File: config.mk
export PLATFORM = sky130hd
export DESIGN_NAME = instruction_fetch_buffered
export DESIGN_NICKNAME = d
export VERILOG_FILES = /design/src/rtl/fetch_pkg.sv /design/src/rtl/fetch_fifo.sv /design/src/rtl/instruction_fetch_buffered.sv
export SDC_FILE = /design/constraint.sdc
export NUM_CORES = 1
export LEC_CHECK = 0
export CORE_MARGIN = 2
export CORE_UTILIZATION = 25
export CTS_CLUSTER_SIZE = 10
export DETAILED_ROUTE_END_ITERATION = 12
export SLEW_MARGIN = 40
export SYNTH_ARGS = -nofsm -noshare
export SYNTH_HDL_FRONTEND = slang
export SYNTH_HIERARCHICAL = 1
export SYNTH_SLANG_ARGS = --single-unit
File: constraint.sdc
create_clock -name clock -period 5.96 [get_ports clock]
set_input_delay 0.894 -clock clock [delete_from_list [all_inputs] [get_ports clock]]
set_output_delay 0.894 -clock clock [all_outputs]
set_load 0.03 [all_outputs]
File: src/rtl/fetch_pkg.sv
// Shared types and helpers for the buffered instruction-fetch stage.
package fetch_pkg;

   localparam int unsigned FETCH_ADDR_W = 11;
   localparam int unsigned FETCH_DATA_W = 32;

   // Instruction driven on the IF/ID register while it holds no real instruction.
   localparam logic [FETCH_DATA_W-1:0] NOP_INSTR_DEFAULT = 32'h0;

   // One fetched instruction together with the address of its successor,
   // shown at the default widths of the fetch stage.
   typedef struct packed {
      logic [FETCH_DATA_W-1:0] instr;
      logic [FETCH_ADDR_W-1:0] pc_plus;
   } fetch_entry_t;

   // PC increment modulo 2^width; the top address silently wraps to zero.
   function automatic logic [31:0] pc_next(input logic [31:0] pc,
                                           input int unsigned step,
                                           input int unsigned width);
      logic [31:0] mask;
      logic [31:0] sum;
      mask = (32'd1 << width) - 32'd1;
      sum  = pc + step;
      return sum & mask;
   endfunction

endpackage

File: src/rtl/fetch_fifo.sv
// Prefetch FIFO: power-of-two depth, synchronous reset, clear beats push/pop.
module fetch_fifo #(
   parameter int unsigned DEPTH = 4,
   parameter int unsigned WIDTH = 8
) (
   input  logic                   clock,
   input  logic                   reset,
   input  logic                   clear,
   input  logic                   push,
   input  logic [WIDTH-1:0]       push_data,
   input  logic                   pop,
   output logic [WIDTH-1:0]       head,
   output logic [$clog2(DEPTH):0] count
);

   localparam int unsigned PTR_W = $clog2(DEPTH);
   localparam logic [PTR_W:0] FULL = (PTR_W + 1)'(DEPTH);

   logic [WIDTH-1:0] slots_q [DEPTH];
   logic [WIDTH-1:0] slots_d [DEPTH];
   logic [PTR_W-1:0] rd_ptr_q, rd_ptr_d;
   logic [PTR_W-1:0] wr_ptr_q, wr_ptr_d;
   logic [PTR_W:0]   count_q, count_d;
   logic             push_ok, pop_ok;

   // Next-state: only legal operations take effect; a full FIFO may push while popping.
   always_comb begin
      pop_ok   = pop && (count_q != '0);
      push_ok  = push && ((count_q != FULL) || pop_ok);
      slots_d  = slots_q;
      rd_ptr_d = rd_ptr_q;
      wr_ptr_d = wr_ptr_q;
      count_d  = count_q;
      if (clear) begin
         rd_ptr_d = '0;
         wr_ptr_d = '0;
         count_d  = '0;
      end else begin
         if (push_ok) begin
            slots_d[wr_ptr_q] = push_data;
            wr_ptr_d          = wr_ptr_q + PTR_W'(1);
         end
         if (pop_ok) begin
            rd_ptr_d = rd_ptr_q + PTR_W'(1);
         end
         if (push_ok && !pop_ok) begin
            count_d = count_q + (PTR_W + 1)'(1);
         end else if (pop_ok && !push_ok) begin
            count_d = count_q - (PTR_W + 1)'(1);
         end
      end
   end

   // Pointer and occupancy registers.
   always_ff @(posedge clock) begin
      if (reset) begin
         rd_ptr_q <= '0;
         wr_ptr_q <= '0;
         count_q  <= '0;
      end else begin
         rd_ptr_q <= rd_ptr_d;
         wr_ptr_q <= wr_ptr_d;
         count_q  <= count_d;
      end
   end

   // Entry storage; contents are meaningless until written, so no reset.
   always_ff @(posedge clock) begin
      slots_q <= slots_d;
   end

   assign head  = slots_q[rd_ptr_q];
   assign count = count_q;

endmodule

File: src/rtl/instruction_fetch_buffered.sv
// Buffered fetch stage: PC register, synchronous memory request, prefetch FIFO
// and IF/ID register with valid bit, decode stall and redirect flush.
module instruction_fetch_buffered
   import fetch_pkg::*;
#(
   parameter int unsigned            ADDR_WIDTH = FETCH_ADDR_W,
   parameter int unsigned            DATA_WIDTH = FETCH_DATA_W,
   parameter int unsigned            PC_STEP    = 1,
   parameter logic [ADDR_WIDTH-1:0]  RESET_PC   = '0,
   parameter int unsigned            FIFO_DEPTH = 4,
   parameter logic [DATA_WIDTH-1:0]  NOP_INSTR  = DATA_WIDTH'(NOP_INSTR_DEFAULT)
) (
   input  logic                  clock,
   input  logic                  reset,
   input  logic [ADDR_WIDTH-1:0] pc_salto,
   input  logic                  PCSrc,
   input  logic                  stall,
   output logic [ADDR_WIDTH-1:0] mem_addr,
   output logic                  mem_rd_en,
   input  logic [DATA_WIDTH-1:0] mem_rdata,
   output logic [DATA_WIDTH-1:0] instruccion,
   output logic [ADDR_WIDTH-1:0] pc,
   output logic                  valid,
   output logic [7:0]            current_pc_debug
);

   localparam int unsigned CNT_W = $clog2(FIFO_DEPTH) + 1;

   typedef struct packed {
      logic [DATA_WIDTH-1:0] instr;
      logic [ADDR_WIDTH-1:0] pc_plus;
   } entry_t;

   logic [ADDR_WIDTH-1:0] pc_q, pc_d;
   logic [ADDR_WIDTH-1:0] tag_q, tag_d;
   logic                  inflight_q, inflight_d;
   logic                  epoch_q, epoch_d;
   logic                  beat_epoch_q, beat_epoch_d;
   logic                  valid_q, valid_d;
   logic [DATA_WIDTH-1:0] instr_q, instr_d;
   logic [ADDR_WIDTH-1:0] pc_out_q, pc_out_d;

   logic [CNT_W-1:0]      fifo_count;
   entry_t                fifo_head;
   entry_t                beat;
   logic [CNT_W:0]        occupancy;
   logic                  issue, beat_vld, fifo_empty, fifo_push, fifo_pop;

   fetch_fifo #(
      .DEPTH (FIFO_DEPTH),
      .WIDTH ($bits(entry_t))
   ) u_fifo (
      .clock     (clock),
      .reset     (reset),
      .clear     (PCSrc),
      .push      (fifo_push),
      .push_data (beat),
      .pop       (fifo_pop),
      .head      (fifo_head),
      .count     (fifo_count)
   );

   // Issue gating reserves a FIFO slot for the beat still in flight; redirect
   // flushes the FIFO and drops the outstanding beat through the epoch bit.
   always_comb begin
      occupancy     = {1'b0, fifo_count} + (CNT_W + 1)'(inflight_q);
      issue         = !reset && !PCSrc && (occupancy < (CNT_W + 1)'(FIFO_DEPTH));
      beat_vld      = inflight_q && (beat_epoch_q == epoch_q);
      beat.instr    = mem_rdata;
      beat.pc_plus  = ADDR_WIDTH'(pc_next(32'(tag_q), PC_STEP, ADDR_WIDTH));
      fifo_empty    = (fifo_count == '0);
      fifo_pop      = !PCSrc && !stall && !fifo_empty;
      fifo_push     = !PCSrc && beat_vld && (stall || !fifo_empty);

      pc_d          = pc_q;
      tag_d         = tag_q;
      beat_epoch_d  = beat_epoch_q;
      inflight_d    = issue;
      epoch_d       = PCSrc ? ~epoch_q : epoch_q;
      if (PCSrc) begin
         pc_d = pc_salto;
      end else if (issue) begin
         pc_d         = ADDR_WIDTH'(pc_next(32'(pc_q), PC_STEP, ADDR_WIDTH));
         tag_d        = pc_q;
         beat_epoch_d = epoch_q;
      end

      valid_d  = valid_q;
      instr_d  = instr_q;
      pc_out_d = pc_out_q;
      if (PCSrc) begin
         valid_d = 1'b0;
         instr_d = NOP_INSTR;
      end else if (!stall) begin
         if (!fifo_empty) begin
            valid_d  = 1'b1;
            instr_d  = fifo_head.instr;
            pc_out_d = fifo_head.pc_plus;
         end else if (beat_vld) begin
            valid_d  = 1'b1;
            instr_d  = beat.instr;
            pc_out_d = beat.pc_plus;
         end else begin
            valid_d = 1'b0;
            instr_d = NOP_INSTR;
         end
      end
   end

   // PC, request tracking and IF/ID registers.
   always_ff @(posedge clock) begin
      if (reset) begin
         pc_q         <= RESET_PC;
         inflight_q   <= 1'b0;
         epoch_q      <= 1'b0;
         beat_epoch_q <= 1'b0;
         valid_q      <= 1'b0;
         instr_q      <= NOP_INSTR;
         pc_out_q     <= '0;
      end else begin
         pc_q         <= pc_d;
         inflight_q   <= inflight_d;
         epoch_q      <= epoch_d;
         beat_epoch_q <= beat_epoch_d;
         valid_q      <= valid_d;
         instr_q      <= instr_d;
         pc_out_q     <= pc_out_d;
      end
   end

   // Address of the outstanding request; only meaningful while a beat is in flight.
   always_ff @(posedge clock) begin
      tag_q <= tag_d;
   end

   assign mem_addr         = pc_q;
   assign mem_rd_en        = issue;
   assign instruccion      = instr_q;
   assign pc               = pc_out_q;
   assign valid            = valid_q;
   assign current_pc_debug = 8'(pc_q);

endmodule

## After elaboration in Yosys (flattened, before gate mapping)

Cells that the tools add are included.

- Eq/ne operators: 3
- Shift operators: 0
- Reductions and logical operators: 28
- Mux-type cells: 16
- Bitwise operators: 5
- Add/subtract/negate cells: 7
- Order comparisons: 4
- Div/mod/pow operators: 0
- $mul: 0

Operators by type and width:

| kind | count |
|---|---|
| $bwmux W172 | 1 |
| $mux W43 | 3 |
| $bmux W43 S2 | 1 |
| $demux W43 S2 | 1 |
| $mux W32 | 2 |
| $mux W11 | 4 |
| $add A11 B1 Y11 const B | 2 |
| $logic_and A1 B1 Y1 | 12 |
| $ge A3 B3 Y1 const B | 2 |
| $logic_not A1 Y1 | 6 |
| $mux W3 | 2 |
| $not A2 Y3 | 2 |
| $add A2 B1 Y2 const B | 2 |
| $add A3 B1 Y4 | 1 |
| $lt A4 B3 Y1 const B | 1 |
| $reduce_and A2 Y1 | 2 |
| $reduce_bool A2 Y1 | 2 |
| $add A3 B1 Y3 const B | 1 |
| $logic_not A3 Y1 | 1 |
| $lt A3 B1 Y1 const B | 1 |
| $ne A3 B3 Y1 const B | 1 |
| $not A1 Y1 | 3 |
| $reduce_and A3 Y1 | 1 |
| $reduce_bool A3 Y1 | 1 |
| other kinds (6) | 8 |

- Memory bits (read-only): 0
- Latch bits: 0
- Output and inout bits: 64
- Register bits: 248
- Memories kept: 0
- Logic and storage cells: 78
- Input port bits: 47
- Memory bits (writable): 0

## Depth between registers and ports, before layout

- Depth after elaboration: 10
- Gate-level depth with buffers: 12
- Depth with buffers taken out: 11

## By module

Netlist, hierarchy kept.

Modules (own cells, without submodules):

| module | area each (sq um) | times used | cells an instance | seq. area each (sq um) |
|---|---|---|---|---|
| fetch_fifo | 6701.4 | 1 | 272 | 5305.1 |
| instruction_fetch_buffered | 3309.4 | 1 | 369 | 1491.4 |

## Least setup slack after synthesis

No wires, ideal clock.

- Path kind: input to register
- Start point: input stall
- End point: register u_fifo/slots_q[100] in the netlist's numbering (enable)
- Library setup time: 0.505 ns
- Slack: 0.457 ns
- Path buffers: 2
- Arrival: 4.998 ns
- Data required time: 5.455 ns
- Stages on the path: 5
- Cells stage by stage: clkbuf_1 > clkbuf_1 > o2111a_1 > nand2_2 > nor3b_1

- Elaborated cells between the ends (all ways): 9
- Classes of those cells: reduce/logical (9)

RTL lines:

| element | line | text |
|---|---|---|
| start, declared | instruction_fetch_buffered.sv:17 | `input logic stall,` |
| $logic_or A1 B1 Y1 | instruction_fetch_buffered.sv:73 | `fifo_push = !PCSrc && beat_vld && (stall \|\| !fifo_empty);` |
| $logic_and A1 B1 Y1 | instruction_fetch_buffered.sv:73 |  |
| net fifo_push | instruction_fetch_buffered.sv:47 | `logic issue, beat_vld, fifo_empty, fifo_push, fifo_pop;` |
| $logic_and A1 B1 Y1 | fetch_fifo.sv:29 | `push_ok = push && ((count_q != FULL) \|\| pop_ok);` |
| $reduce_and A2 Y1 (no line) | -- |  |
| end signal, assigned | fetch_fifo.sv:69 | `slots_q <= slots_d;` |
| end, declared | fetch_fifo.sv:19 | `logic [WIDTH-1:0] slots_q [DEPTH];` |

The timed path passes the listed nets, and every way through them passes these cells.
A chain may end at the register's enable or synchronous reset.

## Worst setup path after layout

- Start point: input PCSrc
- End point: output mem_rd_en

- Word-level cells in the longest chain between the ends: 3

RTL lines:

| element | line | text |
|---|---|---|
| start, declared | instruction_fetch_buffered.sv:16 | `input logic PCSrc,` |
| $logic_not A1 Y1 | instruction_fetch_buffered.sv:67 | `issue = !reset && !PCSrc && (occupancy < (CNT_W + 1)'(FIFO_DEPTH));` |
| $logic_and A1 B1 Y1 (2 in a row) | instruction_fetch_buffered.sv:67 |  |
| end, declared | instruction_fetch_buffered.sv:19 | `output logic mem_rd_en,` |

No other way between the ends.

==> flow_metrics.py <==
metrics = {
    "placed_design": {
        "dp_cells": 1241,
        "routabilityCongestion": 0.749,
        "io_buffers": 110,
        "hpwl_um": 14000,
        "post-place-ws_ps": 1470,
    },
    "yosys": {
        "syn-num-nets": 696,
        "ys.warnings.count": 6,
        "synth_edf_count": 183,
        "synth_mux_area_share_pct": 10.1,
        "synth_cell_types": 53,
        "ys_async_sr_fraction_pct": 0,
        "synthTopCellsByArea": "edfxtp_1 55%, dfxtp_1 13%, mux4_2 8.5%, a221oi_1 2.8%, nor2b_1 2.1%",
        "synth_compound_area_share_pct": 6.95,
        "yosys.area_share.xor_xnor_pct": 1.14,
        "synth_top_family_by_area": "multiplexers",
        "ys_seq_elements": 248,
        "dominantRegCellSynth": "edfxtp_1",
        "synth_top_area_cell": "edfxtp_1",
        "synthAdderAreaFrac_pct": 1.07,
        "syn_avg_cell_area_um2": 15.6,
        "syn_inst": 641,
        "synth-simple-area-share_pct": 9.04,
        "synth_area_um2": 10000,
        "synth-seq-area-share_pct": 67.9,
        "synth_top_area_share_pct": 54.9,
    },
    "power": {
        "internal_power_mw": 2.91,
        "p_seq_share_pct": 51.1,
        "p_sw_mw": 0.812,
        "p_sw_share_pct": 21.8,
        "power_density_nw_per_um2": 298,
        "power_frac_comb_pct": 6.4,
        "clkPwrFrac_pct": 42.5,
        "leakage_nw": 3.92,
        "ir_drop_mv": 0.171,
    },
    "global_routing": {
        "grt_pass1_wl_um": 34900,
        "grt_max_degree": 68,
        "antenna_found_initial": 0,
        "track_usage_pct": 10.7,
        "grt_overflow": 0,
        "grt_pass1_vias": 5968,
    },
    "floorplan": {
        "dieArea_um2": 41700,
        "rows": 73,
        "die_height_um": 204,
        "die_w_um": 204,
        "initial_core_util_pct": 25.3,
        "core_um2": 39600,
        "ios": 111,
    },
    "cts": {
        "cts_tree": "yes",
        "clock_latency_ps": 540,
        "htreeDepth": 1,
        "clockBufferDepth": 3,
        "cts_buffers": 29,
        "cts_resized": 0,
        "cts.sinks": 248,
        "ctsHoldBuffers": 0,
        "root_buffer": "clkbuf_16",
        "postCtsSetupRepairBufs": 0,
        "clkSlewWorstSetupHoldPaths_ps": 60,
    },
    "timing": {
        "fmax_ghz": 0.238,
        "worstMarginPinSlew_ps": 790,
        "finalHoldViolations": 0,
        "rsz0062_at_grt": "no",
        "finalSetupTns_ps": 0,
        "whs_ps": 481,
        "finalCritPeriodShare_pct": 70.4,
        "setup_viol": 0,
        "maxSlewHeadroom_pct": 47.4,
        "fin_skew_ps": 10.9,
        "drv_slew": 0,
        "period_minus_slack_ps": 4200,
        "timing.final.ws_setup_ps": 1760,
    },
    "final_layout": {
        "layout_commonest_cell": "edfxtp_1",
        "drive_gt1_share_pct": 13.3,
        "num_antenna_cells": 0,
        "final_cells": 1294,
        "fin_nets": 802,
        "syn2layout_area_growth_pct": 24.5,
        "final_cell_mix": "183 x edfxtp_1, 109 x clkdlybuf4s50_1, 63 x dfxtp_1, 42 x nor3_1, 38 x mux4_2",
        "fillCellCount": 3953,
    },
    "critical_path": {
        "critPathMaxFanout": 34,
        "critical_path_class": "in -> out",
        "end_kind": "output port",
        "path_cells": "clkdlybuf4s50_1 > buf_4 > or2_4 > or3_1 > inv_1 > clkdlybuf4s50_1",
        "cp.required_ps": 5070,
        "path_common_cell": "clkdlybuf4s50_1",
        "worstPathArrival_ps": 3300,
        "slowest_delay_ps": 680,
        "start_kind": "primary input",
        "critPathSlowestCell": "clkdlybuf4s50_1",
    },
    "job": {
        "max-cap-violations": 0,
    },
    "detailed_routing": {
        "vias": 5950,
        "totalWireLength_um": 22400,
        "drc": 0,
        "drtIter0Drc": 380,
        "drt-wirelength-per-cell_um": 17.3,
        "ant_nets": 0,
        "dr.pass1.iters": 5,
        "viasPerCell": 4.60,
    },
    "outcome": {
        "status": "complete, no violations",
    },
    "hold_path": {
        "holdCritPathClass": "reg -> reg",
    },
}
[through the flow]
step	utilization [%]	power (mW)	area, um2
finish	31.5	3.72	12500
global route	31.5	3.85	12500
CTS	31.4	3.76	12500
detailed placement	29.3	2.17	11600
global placement	29.2	2.17	11600
floorplan	-	2.06	10000
[sequential cells by signal (all words and copies together) (netlist names), 2 cells and up]
| register | cells |
|---|---|
| u_fifo/wr_ptr_q | 2 |
| tag_q | 11 |
| u_fifo/rd_ptr_q | 2 |
| pc | 11 |
| instruccion | 32 |
| mem_addr | 11 |
| u_fifo/slots_q | 172 |
| u_fifo/count | 3 |
[final cells by class]
type	count	area [um2]	area share [%]
flip-flops and latches	248	6800	54.6
multi-input cells	324	2870	23.0
repair buffers	123	1220	9.77
clock buffers	51	828	6.64
inverters	21	78.8	0.632
well taps	525	657	5.27
clock inverters	2	17.5	0.140
[worst max-delay path: cells and delay by family]
family	cells	cell delay (ps)
buffers and inverters	4	1420
and+or+nand+nor	2	980
[power groups by stage]
stage               Sequential [mW]  Clock [mW]  Combinational [mW]
CTS                            1.90        1.62               0.240
detailed placement             1.93           0               0.239
finish                         1.90        1.58               0.237
global placement               1.93           0               0.236
global route                   1.90        1.69               0.258
floorplan                      1.96           0               0.102
[synth_stat cells, types with 5 or more instances]
cell type / n
buf_4: 8
ha_1: 7
mux4_2: 38
clkbuf_1: 26
xnor2_1: 8
or3_1: 5
a21oi_1: 16
nor2_1: 13
o21ai_0: 11
a31oi_1: 6
or4_1: 5
nand4_1: 6
nand2_1: 24
mux4_1: 5
inv_1: 21
nand3_1: 10
edfxtp_1: 183
a221oi_1: 32
nor3_1: 42
nor3b_1: 5
dfxtp_1: 65
xor2_1: 5
nor2b_1: 34
buf_2: 7
[kinds of logic after synthesis]
logic type	Yosys count
xor gates and xnor gates	13
AOI/OAI and AO/OA	94
adders and majority gates	8
and+or+nand+nor	164
muxes	45
buffers and inverters	69
DFF	248
[final timing paths]
kind | depth (start not counted) | slack, ps | start | to
worst max-delay path | 6 | 1760 | PCSrc | mem_rd_en
worst min-delay path | 2 | 480 | beat_epoch_q | beat_epoch_q
worst max register to register | 6 | 2830 | u_fifo/count[0] | u_fifo/slots_q[61]
worst min register to register | 2 | 480 | beat_epoch_q | beat_epoch_q
[routing by layer]
layer | up-vias | wire, um | GRT usage [%]
li1 | 2749 | - | -
met1 | 2968 | 10300 | 15.2
met2 | 205 | 10400 | 16.8
met3 | 28 | 1420 | 2.33
met4 | 0 | 302 | 2.30
met5 | - | 0 | 0
Power figures use the tool's default switching activity.
